**src/rtl/cpu_sequencer.sv**
```systemverilog
// cpu_sequencer: multi-cycle fetch/decode/execute control for the 8-bit core.
// Owns the PC, the instruction register, run/stop and the bus timeout error.
module cpu_sequencer #(
    parameter logic [7:0]  RESET_PC   = 8'h00,
    parameter int unsigned WAIT_LIMIT = 15
) (
    input  logic        clk_i,
    input  logic        rst_i,
    input  logic        run_i,
    output logic        mem_req_o,
    output logic        mem_we_o,
    output logic [7:0]  mem_addr_o,
    input  logic        mem_ready_i,
    input  logic [7:0]  mem_rdata_i,
    output logic [7:0]  pc_o,
    output logic [15:0] ir_o,
    output logic [3:0]  opcode_o,
    input  logic        en_jmp_i,
    input  logic        we_mem_i,
    input  logic        ld_mem_i,
    input  logic        we_reg_i,
    input  logic [7:0]  data_addr_i,
    output logic [7:0]  ld_data_o,
    output logic        reg_we_o,
    output logic        flag_we_o,
    output logic        halted_o,
    output logic        bus_err_o,
    output logic [2:0]  state_o
);

    typedef enum logic [2:0] {
        IDLE     = 3'd0,
        FETCH_HI = 3'd1,
        FETCH_LO = 3'd2,
        DECODE   = 3'd3,
        MEM      = 3'd4,
        WB       = 3'd5,
        ERR      = 3'd6
    } state_t;

    localparam logic [7:0] LAST_WAIT = 8'(WAIT_LIMIT - 1);

    state_t      state;
    logic [7:0]  pc;
    logic [15:0] ir;
    logic [7:0]  ld_data;
    logic [7:0]  wait_cnt;
    logic        is_store;
    logic        bus_err;
    logic        xfer;
    logic        req;
    logic        timeout;

    always_comb begin
        xfer = (state == FETCH_HI) || (state == FETCH_LO) || (state == MEM);
        // A fetch that has not started yet is dropped when run_i is low
        req = xfer && !((state == FETCH_HI) && (wait_cnt == 8'd0) && !run_i);
        timeout = req && !mem_ready_i && (wait_cnt == LAST_WAIT);
    end

    always_ff @(posedge clk_i) begin
        if (rst_i) begin
            state    <= IDLE;
            pc       <= RESET_PC;
            ir       <= '0;
            ld_data  <= '0;
            wait_cnt <= '0;
            is_store <= 1'b0;
            bus_err  <= 1'b0;
        end else if (timeout) begin
            bus_err  <= 1'b1;
            state    <= ERR;
            wait_cnt <= '0;
        end else if (req && !mem_ready_i) begin
            wait_cnt <= wait_cnt + 8'd1;
        end else begin
            wait_cnt <= '0;
            unique case (state)
                IDLE: begin
                    if (run_i) state <= FETCH_HI;
                end
                FETCH_HI: begin
                    if (!req) begin
                        state <= IDLE;
                    end else begin
                        ir[15:8] <= mem_rdata_i;
                        pc       <= pc + 8'd1;
                        state    <= FETCH_LO;
                    end
                end
                FETCH_LO: begin
                    ir[7:0] <= mem_rdata_i;
                    pc      <= pc + 8'd1;
                    state   <= DECODE;
                end
                DECODE: begin
                    if (en_jmp_i) begin
                        pc    <= ir[7:0];
                        state <= FETCH_HI;
                    end else if (we_mem_i || ld_mem_i) begin
                        is_store <= we_mem_i;
                        state    <= MEM;
                    end else if (we_reg_i) begin
                        state <= WB;
                    end else begin
                        state <= FETCH_HI;
                    end
                end
                MEM: begin
                    if (is_store) begin
                        state <= FETCH_HI;
                    end else begin
                        ld_data <= mem_rdata_i;
                        state   <= WB;
                    end
                end
                WB:      state <= FETCH_HI;
                ERR:     state <= ERR;
                default: state <= IDLE;
            endcase
        end
    end

    assign mem_req_o  = req;
    assign mem_we_o   = (state == MEM) && is_store;
    assign mem_addr_o = (state == MEM) ? data_addr_i : pc;
    assign pc_o       = pc;
    assign ir_o       = ir;
    assign opcode_o   = ir[15:12];
    assign ld_data_o  = ld_data;
    assign reg_we_o   = (state == WB);
    assign flag_we_o  = (state == WB) && ir[15];
    assign halted_o   = (state == IDLE) || (state == ERR);
    assign bus_err_o  = bus_err;
    assign state_o    = state;

endmodule

```
**config.mk**
```make
export PLATFORM = sky130hd
export DESIGN_NAME = cpu_sequencer
export DESIGN_NICKNAME = d
export VERILOG_FILES = /design/src/rtl/cpu_sequencer.sv
export SDC_FILE = /design/constraint.sdc
export NUM_CORES = 1
export LEC_CHECK = 0
export CAP_MARGIN = 20
export CORE_MARGIN = 4
export CORE_UTILIZATION = 50
export DETAILED_ROUTE_END_ITERATION = 12
export PLACE_DENSITY = 0.86
export REMOVE_ABC_BUFFERS = 1
export SETUP_SLACK_MARGIN = 0.4
export SKIP_CTS_REPAIR_TIMING = 1
export SYNTH_ARGS = -nofsm -noshare
export SYNTH_HDL_FRONTEND = slang
export SYNTH_SLANG_ARGS = --single-unit
```
**constraint.sdc**
```tcl
create_clock -name clk_i -period 2.5 [get_ports clk_i]
set_input_delay 0.25 -clock clk_i [delete_from_list [all_inputs] [get_ports clk_i]]
set_output_delay 0.25 -clock clk_i [all_outputs]
set_load 0.005 [all_outputs]
```
Word level (Yosys, flattened, before mapping)
Cells that the tools add are included.

$add $sub $neg: 2. Equality and inequality tests: 12. Multiplexer cells: 13. Bitwise logic cells: 4. Reductions and logical operators: 26.

Operator list (number): $mux W8 (3); $pmux W8 S3 (1); $mux W3 (7); $pmux W3 S7 (1); $add A8 B1 Y8 const B (2); $reduce_and A5 Y1 (2); $eq A3 B3 Y1 const B (3); $eq A8 B4 Y1 const B (1); $logic_not A8 Y1 (1); $ne A2 B2 Y1 const B (4); $reduce_and A4 Y1 (2); $logic_and A1 B1 Y1 (7); $eq A3 B2 Y1 const B (2); $logic_or A1 B1 Y1 (4); $not A1 Y1 (4); $reduce_and A2 Y1 (2); $eq A3 B1 Y1 const B (1); $logic_not A1 Y1 (3); $logic_not A3 Y1 (1); $ne A3 B3 Y1 const B (1); $reduce_and A3 Y1 (1); $reduce_bool A3 Y1 (1); $reduce_or A3 Y1 (1); $mux W2 (1); $reduce_or A2 Y1 (1).

Flip-flop bits (word level): 45. Input bits: 24. Output and inout port bits: 53. Word-level logic and storage cells: 66.

Longest topological paths before layout
Gate-level depths: netlist of the first run.

Depth after elaboration: 9. Gate-level depth with buffers: 7. Gate-level depth less buffers: 6.

Worst setup path after synthesis of the first run
OpenSTA, ideal clock, no wires.

Path type: flip-flop to flip-flop. Start: register wait_cnt[0]. End: register pc[3], in the netlist pc_o[3]. Library setup time: 0.116 ns. Arrival: 1.579 ns. Data required time: 2.384 ns. Setup slack: 0.805 ns. Stages on the path, launching flop included: 7. Buffers on the path: 0. Clock period less this slack: 1.695 ns. Cells stage by stage: dfxtp_1 > inv_1 > ha_1 > or4b_4 > o21ai_4 > a221oi_1 > a31o_2.

Word-level cells in the longest chain between the ends: 9. Elaborated cells between the ends (all ways): 12. Classes of those cells: eq/ne: 2; bitwise: 2; reduce/logical: 8.

RTL lines: from (decl) (line 47) `logic [7:0] wait_cnt;`; from (signal assigned) (line 75) `wait_cnt <= wait_cnt + 8'd1;`; $logic_not A8 Y1 (line 57) `req = xfer && !((state == FETCH_HI) && (wait_cnt == 8'd0) && !run_i);`; $logic_and A1 B1 Y1 (2 in a row) (line 57); $logic_not A1 Y1 (line 57); $logic_and A1 B1 Y1 (line 57); $logic_and A1 B1 Y1 (line 58, 74); $logic_and A1 B1 Y1 (line 58) `timeout = req && !mem_ready_i && (wait_cnt == LAST_WAIT);`; $not A1 Y1 (no line); $reduce_and A5 Y1 (no line) (*); to (signal assigned) (line 87) `pc <= pc + 8'd1;`; to (signal assigned) (line 93) `pc <= pc + 8'd1;`; to (signal assigned) (line 98) `pc <= ir[7:0];`; to (decl) (line 44) `logic [7:0] pc;`.

Mark *: on every way between the ends. The rest lies on a longest branch, timed or not. A chain may end at the register's enable or synchronous reset.

Final worst setup path of the first run
Start: register state[1], in the netlist state_o[1]. End: output port halted_o.

Word-level cells in the longest chain between the ends: 2. Elaborated cells between the ends (all ways): 3. Classes of those cells: eq/ne: 1; reduce/logical: 2.

RTL lines: from (decl) (line 43) `state_t state;`; from (signal assigned) (line 63) `state <= IDLE;`; from (signal assigned) (line 72) `state <= ERR;`; from (signal assigned) (line 80) `if (run_i) state <= FETCH_HI;`; $eq A3 B3 Y1 or $logic_not A3 Y1 (tied branches) (line 133) `assign halted_o = (state == IDLE) || (state == ERR);`; $logic_or A1 B1 Y1 (*) (line 133); to (decl) (line 26) `output logic halted_o,`.

Marked as above.

==> key figures, run 1 <==
Timing
  • Max-slew violations: 0
  • Period utilisation layout: 0.794
  • Clock Skew: ~0.0063 ns
  • F_max: 0.504 GHz
  • RSZ-0062 raised after global routing: false
  • Worst setup margin: around 0.52 ns
  • Final hold viol count: 0
  • Slew headroom: 0.451
  • Minimum clock period: 1.98 ns
  • Final setup viols: 0
  • Worst-margin pin slew: 0.823 ns

Cells and area
  • Share of cells above drive strength 1: 0.120
  • Final non-filler cell total: 419
  • Layout net count: 394
  • Antenna cell count: 0
  • Area grow syn2layout: 38.2%
  • Post-route cell area: 0.00330 sq mm
  • Core Util, Final: 0.737
  • Fill count: 343

Status
  • Status: complete, no violations

Floorplan
  • Starting density of the core: 0.533
  • Floorplan row count: 24
  • Die width: 77.1 um
  • Total core area: 0.00447 sq mm
  • I/O pins: between 70 and 80
  • Die area: roughly 0.0059 sq mm
  • Die Ht: 77.1 um

Setup path
  • Crit path launch type: flop
  • Worst Path Max Fanout: 9
  • Setup CP Type: flop to primary output
  • CP required: 2.25 ns
  • Crit end category: primary output
  • Crit path DAT: 1.73 ns

Power
  • Power density cells: approximately 700 mW/mm^2
  • Leakage: 1.23 nW
  • Worst-case vdd ir drop: 0.434 mV
  • Total Power: between 2 and 2.5 mW

Route
  • Vias per inst: 5.71
  • 1st-iter DRT viols: 245
  • Post-route antenna net violation count: 0
  • Via count: ~2.4k
  • DRC errors left: 0
  • DRT Pass-1 Iters: 5
  • Drt wl/cell: around 16 um
  • Final Routed Wirelength: about 6600 um

Placement
  • Port buffer count: 76
  • Placed cell count: 409
  • RD Place Congestion: 0.816
  • Hpwl dp: 4590 um
  • Dpl cell area: about 0.0031 sq mm
  • Pre-CTS setup slack: 0.222 ns

Logic synthesis
  • Synthesized cell area: 0.00239 sq mm
  • Yosys warns: 0
  • Post-synthesis simple-gate area fraction: 0.288
  • #FFs+latches synth: 45
  • Post-synthesis compound-gate area fraction: 0.187
  • Sequential fraction of the synthesis area: 0.378
  • Mux share of post-synthesis cell area: 0.0425
  • Main synth FF type: dfxtp_1
  • Post-Syn Instances: 296
  • Number of synthesized flops with an enable pin: 0
  • Avg Cell Area, Syn: 8.06 sq um
  • Asr flop ratio synth: 0
  • Post-Synth Adder-Cell Area: 0.0210
  • Largest family of logic cells by synthesized area: simple AND/OR/NAND/NOR gates
  • Synth cell types: 57
  • Post-Synth XOR/XNOR Area: 0.0257

CTS
  • Clk slew on worst S/H paths: 0.08 ns
  • Clk sink count: 45
  • CTS Buf Count: 5
  • H-tree levels: 2
  • CTS tree: built
  • CTS Root Buffer Type: clkbuf_8
  • Clk_lat worst skew: 0.30 ns
  • CTS Buffer Depth: 2

Worst hold path
  • HP Class: flop to flop

Flow run
  • Max Cap Violations: 0

GRT
  • Pin count of the biggest net entering global routing: 37
  • First-pass GRT wire length: 11100 um
  • Gr ovfl total: 0
  • Antenna violations before repair: 0
  • Total global-route track usage: 0.227
  • Vias in the first global route: roughly 2.3k
==> cell type report <==
class | count | area (sq um) | area share
multi-input cells | 224 | 1370 | 0.416
flip-flops and latches | 45 | 910 | 0.276
repair buffers | 84 | 823 | 0.250
clock buffers | 7 | 96.3 | 0.0292
well taps | 52 | 65.1 | 0.0197
inverters | 6 | 22.5 | 0.00683
clock inverters | 1 | 8.76 | 0.00266
==> placed cells by master, fill, tap and decap left out, types with 6 or more instances in the layout <==
cell,count
nand2_1,67
clkbuf_8,7
a21oi_1,22
nand3_1,6
mux2i_1,9
nor2_1,23
clkdlybuf4s50_1,75
dfxtp_1,40
buf_4,8
inv_1,6
and3_1,6
==> power breakdown <==
group	total, mW	internal [mW]	switching [mW]
Sequential	0.865	0.787	0.0785
Clock	0.503	0.255	0.248
Combinational	0.954	0.510	0.444
==> registers in the layout, indices dropped and copies added, names as in the netlist <==
register,count
pc_o,8
ld_data_o,8
wait_cnt,8
is_store,1
ir_o,16
bus_err_o,1
state_o,3
==> synth_stat cells (2+ instances only) <==
cell	number	area (sq um)
and3_1	6	37.5
xnor2_1	3	26.3
nand3_1	6	30.0
o31a_1	2	17.5
nand2b_1	2	12.5
o21ai_2	2	17.5
dfxtp_1	45	901
a221oi_1	5	43.8
nor3_1	5	25.0
nor2_1	23	86.3
mux2i_1	9	90.1
buf_4	4	30.0
or3_1	3	18.8
a31oi_1	5	31.3
o22ai_1	3	18.8
nand2_1	67	251
buf_2	6	30.0
o21ai_0	5	25.0
a31o_2	2	17.5
buf_6	2	22.5
a221o_1	2	20.0
inv_1	6	22.5
xor2_1	4	35.0
a21oi_1	22	110
a211oi_1	2	15.0
clkbuf_1	9	33.8
ha_1	4	50.1
nand3_2	2	20.0
nor2b_1	6	37.5
or4_1	3	22.5
and2_1	5	31.3
==> stage by stage <==
step	hold slack (ns)	TNS, ns
finish	0.427	0
global route	0.455	0
CTS	0.464	-0.0185
detailed placement	0.452	0
global placement	0.442	0
floorplan	0.319	0
==> per-layer routing <==
layer  routed length (um)  share of wire  up-vias  track usage
met2                 3130           0.47       98        0.370
met5                    0              0        -            0
met4                   79          0.012        0       0.0641
li1                     -              -     1169            -
met3                  385          0.058        8       0.0504
met1                 3050           0.46     1119        0.301
==> worst max-delay path, cell delays in order, from the launching register on <==
cell,delay (ns)
dfxtp_2,0.38
buf_4,0.18
nor2b_2,0.19
nor3_1,0.15
clkdlybuf4s50_1,0.54
==> worst paths after layout <==
path / to / startpoint / slack, ns / cells after the start
setup / recovery: halted_o / state_o[1] / 0.52 / 4
hold / removal: wait_cnt[0] / wait_cnt[0] / 0.43 / 1
setup reg to reg: pc_o[1] / wait_cnt[0] / 0.54 / 7
hold reg to reg: wait_cnt[0] / wait_cnt[0] / 0.43 / 1
==> kinds of logic (layout without fill, tap and decap cells) <==
group / after synthesis / after routing
buf+inv: 27 / 98
mux: 10 / 10
xor+xnor: 7 / 7
simple gates: 140 / 140
flops: 45 / 45
fa+ha+maj: 4 / 4
compound gates: 63 / 63
(Power assumes the default switching activity.)
==> inputs of run 2 (changes only) <==
--- a/config.mk
+++ b/config.mk
@@ -7,9 +7,9 @@
 export LEC_CHECK = 0
 export CAP_MARGIN = 20
 export CORE_MARGIN = 4
-export CORE_UTILIZATION = 50
+export CORE_UTILIZATION = 46
 export DETAILED_ROUTE_END_ITERATION = 12
-export PLACE_DENSITY = 0.86
+export PLACE_DENSITY = 0.8
 export REMOVE_ABC_BUFFERS = 1
 export SETUP_SLACK_MARGIN = 0.4
 export SKIP_CTS_REPAIR_TIMING = 1
==> constraint.sdc (replaced) <==
create_clock -name clk_i -period 1.9 [get_ports clk_i]
set_input_delay 0.19 -clock clk_i [delete_from_list [all_inputs] [get_ports clk_i]]
set_output_delay 0.19 -clock clk_i [all_outputs]
set_load 0.005 [all_outputs]
==> run 2 against run 1 <==
Register-to-register slack worse by 0.50 ns. Combinational power up 110%. Final area up 19%. Core utilization up 6.9 points. Clock power up 19%. Sequential share of layout area down 4.2 points. Largest cell class unchanged. Largest power group unchanged.
==> key figures, run 2 (synthesis results as in run 1) <==
Floorplan
  • I/O pins: between 70 and 80
  • Die Ht: roughly 80 um
  • Die width: 80.0 um
  • Floorplan row count: 25
  • Starting density of the core: 0.489
  • Total core area: 0.00488 sq mm
  • Die area: 0.00640 sq mm

CTS
  • CTS Buf Count: 5
  • Clk slew on worst S/H paths: 0.09 ns
  • CTS Root Buffer Type: clkbuf_8
  • Clk_lat worst skew: 0.31 ns
  • Clk sink count: 45
  • H-tree levels: 2
  • CTS Buffer Depth: 2
  • CTS tree: built

GRT
  • First-pass GRT wire length: 11000 um
  • Total global-route track usage: 0.216
  • Gr ovfl total: 0
  • Antenna violations before repair: 0
  • Vias in the first global route: 2353
  • Pin count of the biggest net entering global routing: 22

Setup path
  • Worst Path Max Fanout: 7
  • Crit path launch type: flop
  • Setup CP Type: flop to flop
  • Crit path DAT: 2.06 ns
  • Crit end category: flop
  • Critical-path top delay cell: dfxtp_4
  • CP cell instances: dlymetal6s2s_1 -> nor2b_2 -> o21a_1 -> o22ai_1 -> a31o_2
  • CP required: 2.11 ns
  • CP max stage delay: 0.41 ns

Route
  • 1st-iter DRT viols: 373
  • Vias per inst: 5.67
  • DRT Pass-1 Iters: 7
  • Drt wl/cell: 18.0 um
  • DRC errors left: 0
  • Via count: around 2.7k
  • Final Routed Wirelength: 8610 um
  • Post-route antenna net violation count: 0

Timing
  • Minimum clock period: 1.86 ns
  • Worst setup margin: ~0.045 ns
  • RSZ-0062 raised after global routing: true
  • Period utilisation layout: 0.976
  • F_max: 0.539 GHz
  • Final hold slack: 0.474 ns
  • Final hold viol count: 0
  • Slew headroom: 0.601
  • Worst-margin pin slew: approximately 0.60 ns
  • Final setup viols: 0
  • Clock Skew: ~0.014 ns
  • Max-slew violations: 0

Cells and area
  • Core Util, Final: 0.806
  • Max FFs per register: 16
  • Final non-filler cell total: approximately 480
  • Layout net count: 439
  • Antenna cell count: 0
  • Share of cells above drive strength 1: 0.323
  • Commonest non-fill, non-tap cell in the layout: clkdlybuf4s50_1
  • Most frequent cells in the layout: clkdlybuf4s50_1, nand2_1, dfxtp_1, buf_4, buf_6
  • Area grow syn2layout: 64.8%

Worst hold path
  • HP Class: flop to flop

Placement
  • Port buffer count: 76
  • RD Place Congestion: 0.869
  • Pre-CTS setup slack: -0.109 ns
  • Placed cell count: ~450
  • Hpwl dp: 5020 um

Power
  • Leakage: between 1.5 and 2 nW
  • Worst-case vdd ir drop: 0.712 mV
  • Power density cells: 953 mW/mm^2

Status
  • Status: complete, no violations

Flow run
  • Max Cap Violations: 0
run 2: cell count changes in the layout (fill, tap and decap cells not counted), moves of 5 or more:
cell,previous run,this run
dfxtp_1,40,35
nand2_1,67,58
clkdlybuf4s50_1,75,59
dlymetal6s2s_1,1,9
a21oi_2,0,8
buf_4,8,26
a21oi_1,22,14
buf_6,0,23
nand2_2,0,8
buf_2,0,6
run 2: layout make-up:
type	instances	area (sq um)
Clock inverter	1	7.51
Clock buffer	7	76.3
Fill cell	290	947
Tap cell	67	83.8
Timing Repair Buffer	128	1240
Multi-Input combinational cell	225	1580
Sequential cell	45	921
Inverter	6	22.5
run 2: report_power, final:
group / internal, mW / switching [mW] / leakage, nW
clock: 0.261 / 0.339 / 0.0385
sequential: 1.04 / 0.0955 / 0.369
combinational: 1.13 / 0.878 / 1.25
total: 2.44 / 1.31 / 1.66
run 2: worst max-delay path, delay by kind of cell, from the launching register on:
kind	cells	cell delay [ns]
flip-flops	1	0.41
buffers and inverters	1	0.20
AND/OR/NAND/NOR	1	0.33
AO/OA/AOI/OAI	3	0.82
run 2: final timing paths:
path / start / to / slack [ns] / cells after the start
setup reg to reg: state_o[1] / pc_o[3] / 0.04 / 5
setup / recovery: state_o[1] / pc_o[3] / 0.04 / 5
hold reg to reg: ir_o[4] / ir_o[4] / 0.47 / 2
hold / removal: ir_o[4] / ir_o[4] / 0.47 / 2
run 2: metrics by stage:
step | area [sq um] | power, mW | TNS [ns]
after floorplan | 2270 | 1.74 | 0
after global placement | 3330 | 2.46 | -0.437
after detailed placement | 3330 | 2.49 | -0.994
after CTS | 3420 | 3.07 | -1.91
after global routing | 3930 | 3.92 | -0.0386
final | 3930 | 3.75 | 0
run 2: per-layer routing:
layer / global-route usage / vias to the layer above / wire length [um]
met4: 0.0709 / 0 / 267
met2: 0.358 / 160 / 4110
li1: - / 1272 / -
met3: 0.0643 / 36 / 667
met5: 0 / - / 0
met1: 0.265 / 1249 / 3570
==> inputs of run 3 (changes only) <==
--- a/config.mk
+++ b/config.mk
@@ -5,7 +5,6 @@
 export SDC_FILE = /design/constraint.sdc
 export NUM_CORES = 1
 export LEC_CHECK = 0
-export CAP_MARGIN = 20
 export CORE_MARGIN = 4
 export CORE_UTILIZATION = 46
 export DETAILED_ROUTE_END_ITERATION = 12
==> results of run 3 <==
No change in the layout: final DEF, timing and power equal those of run 2.
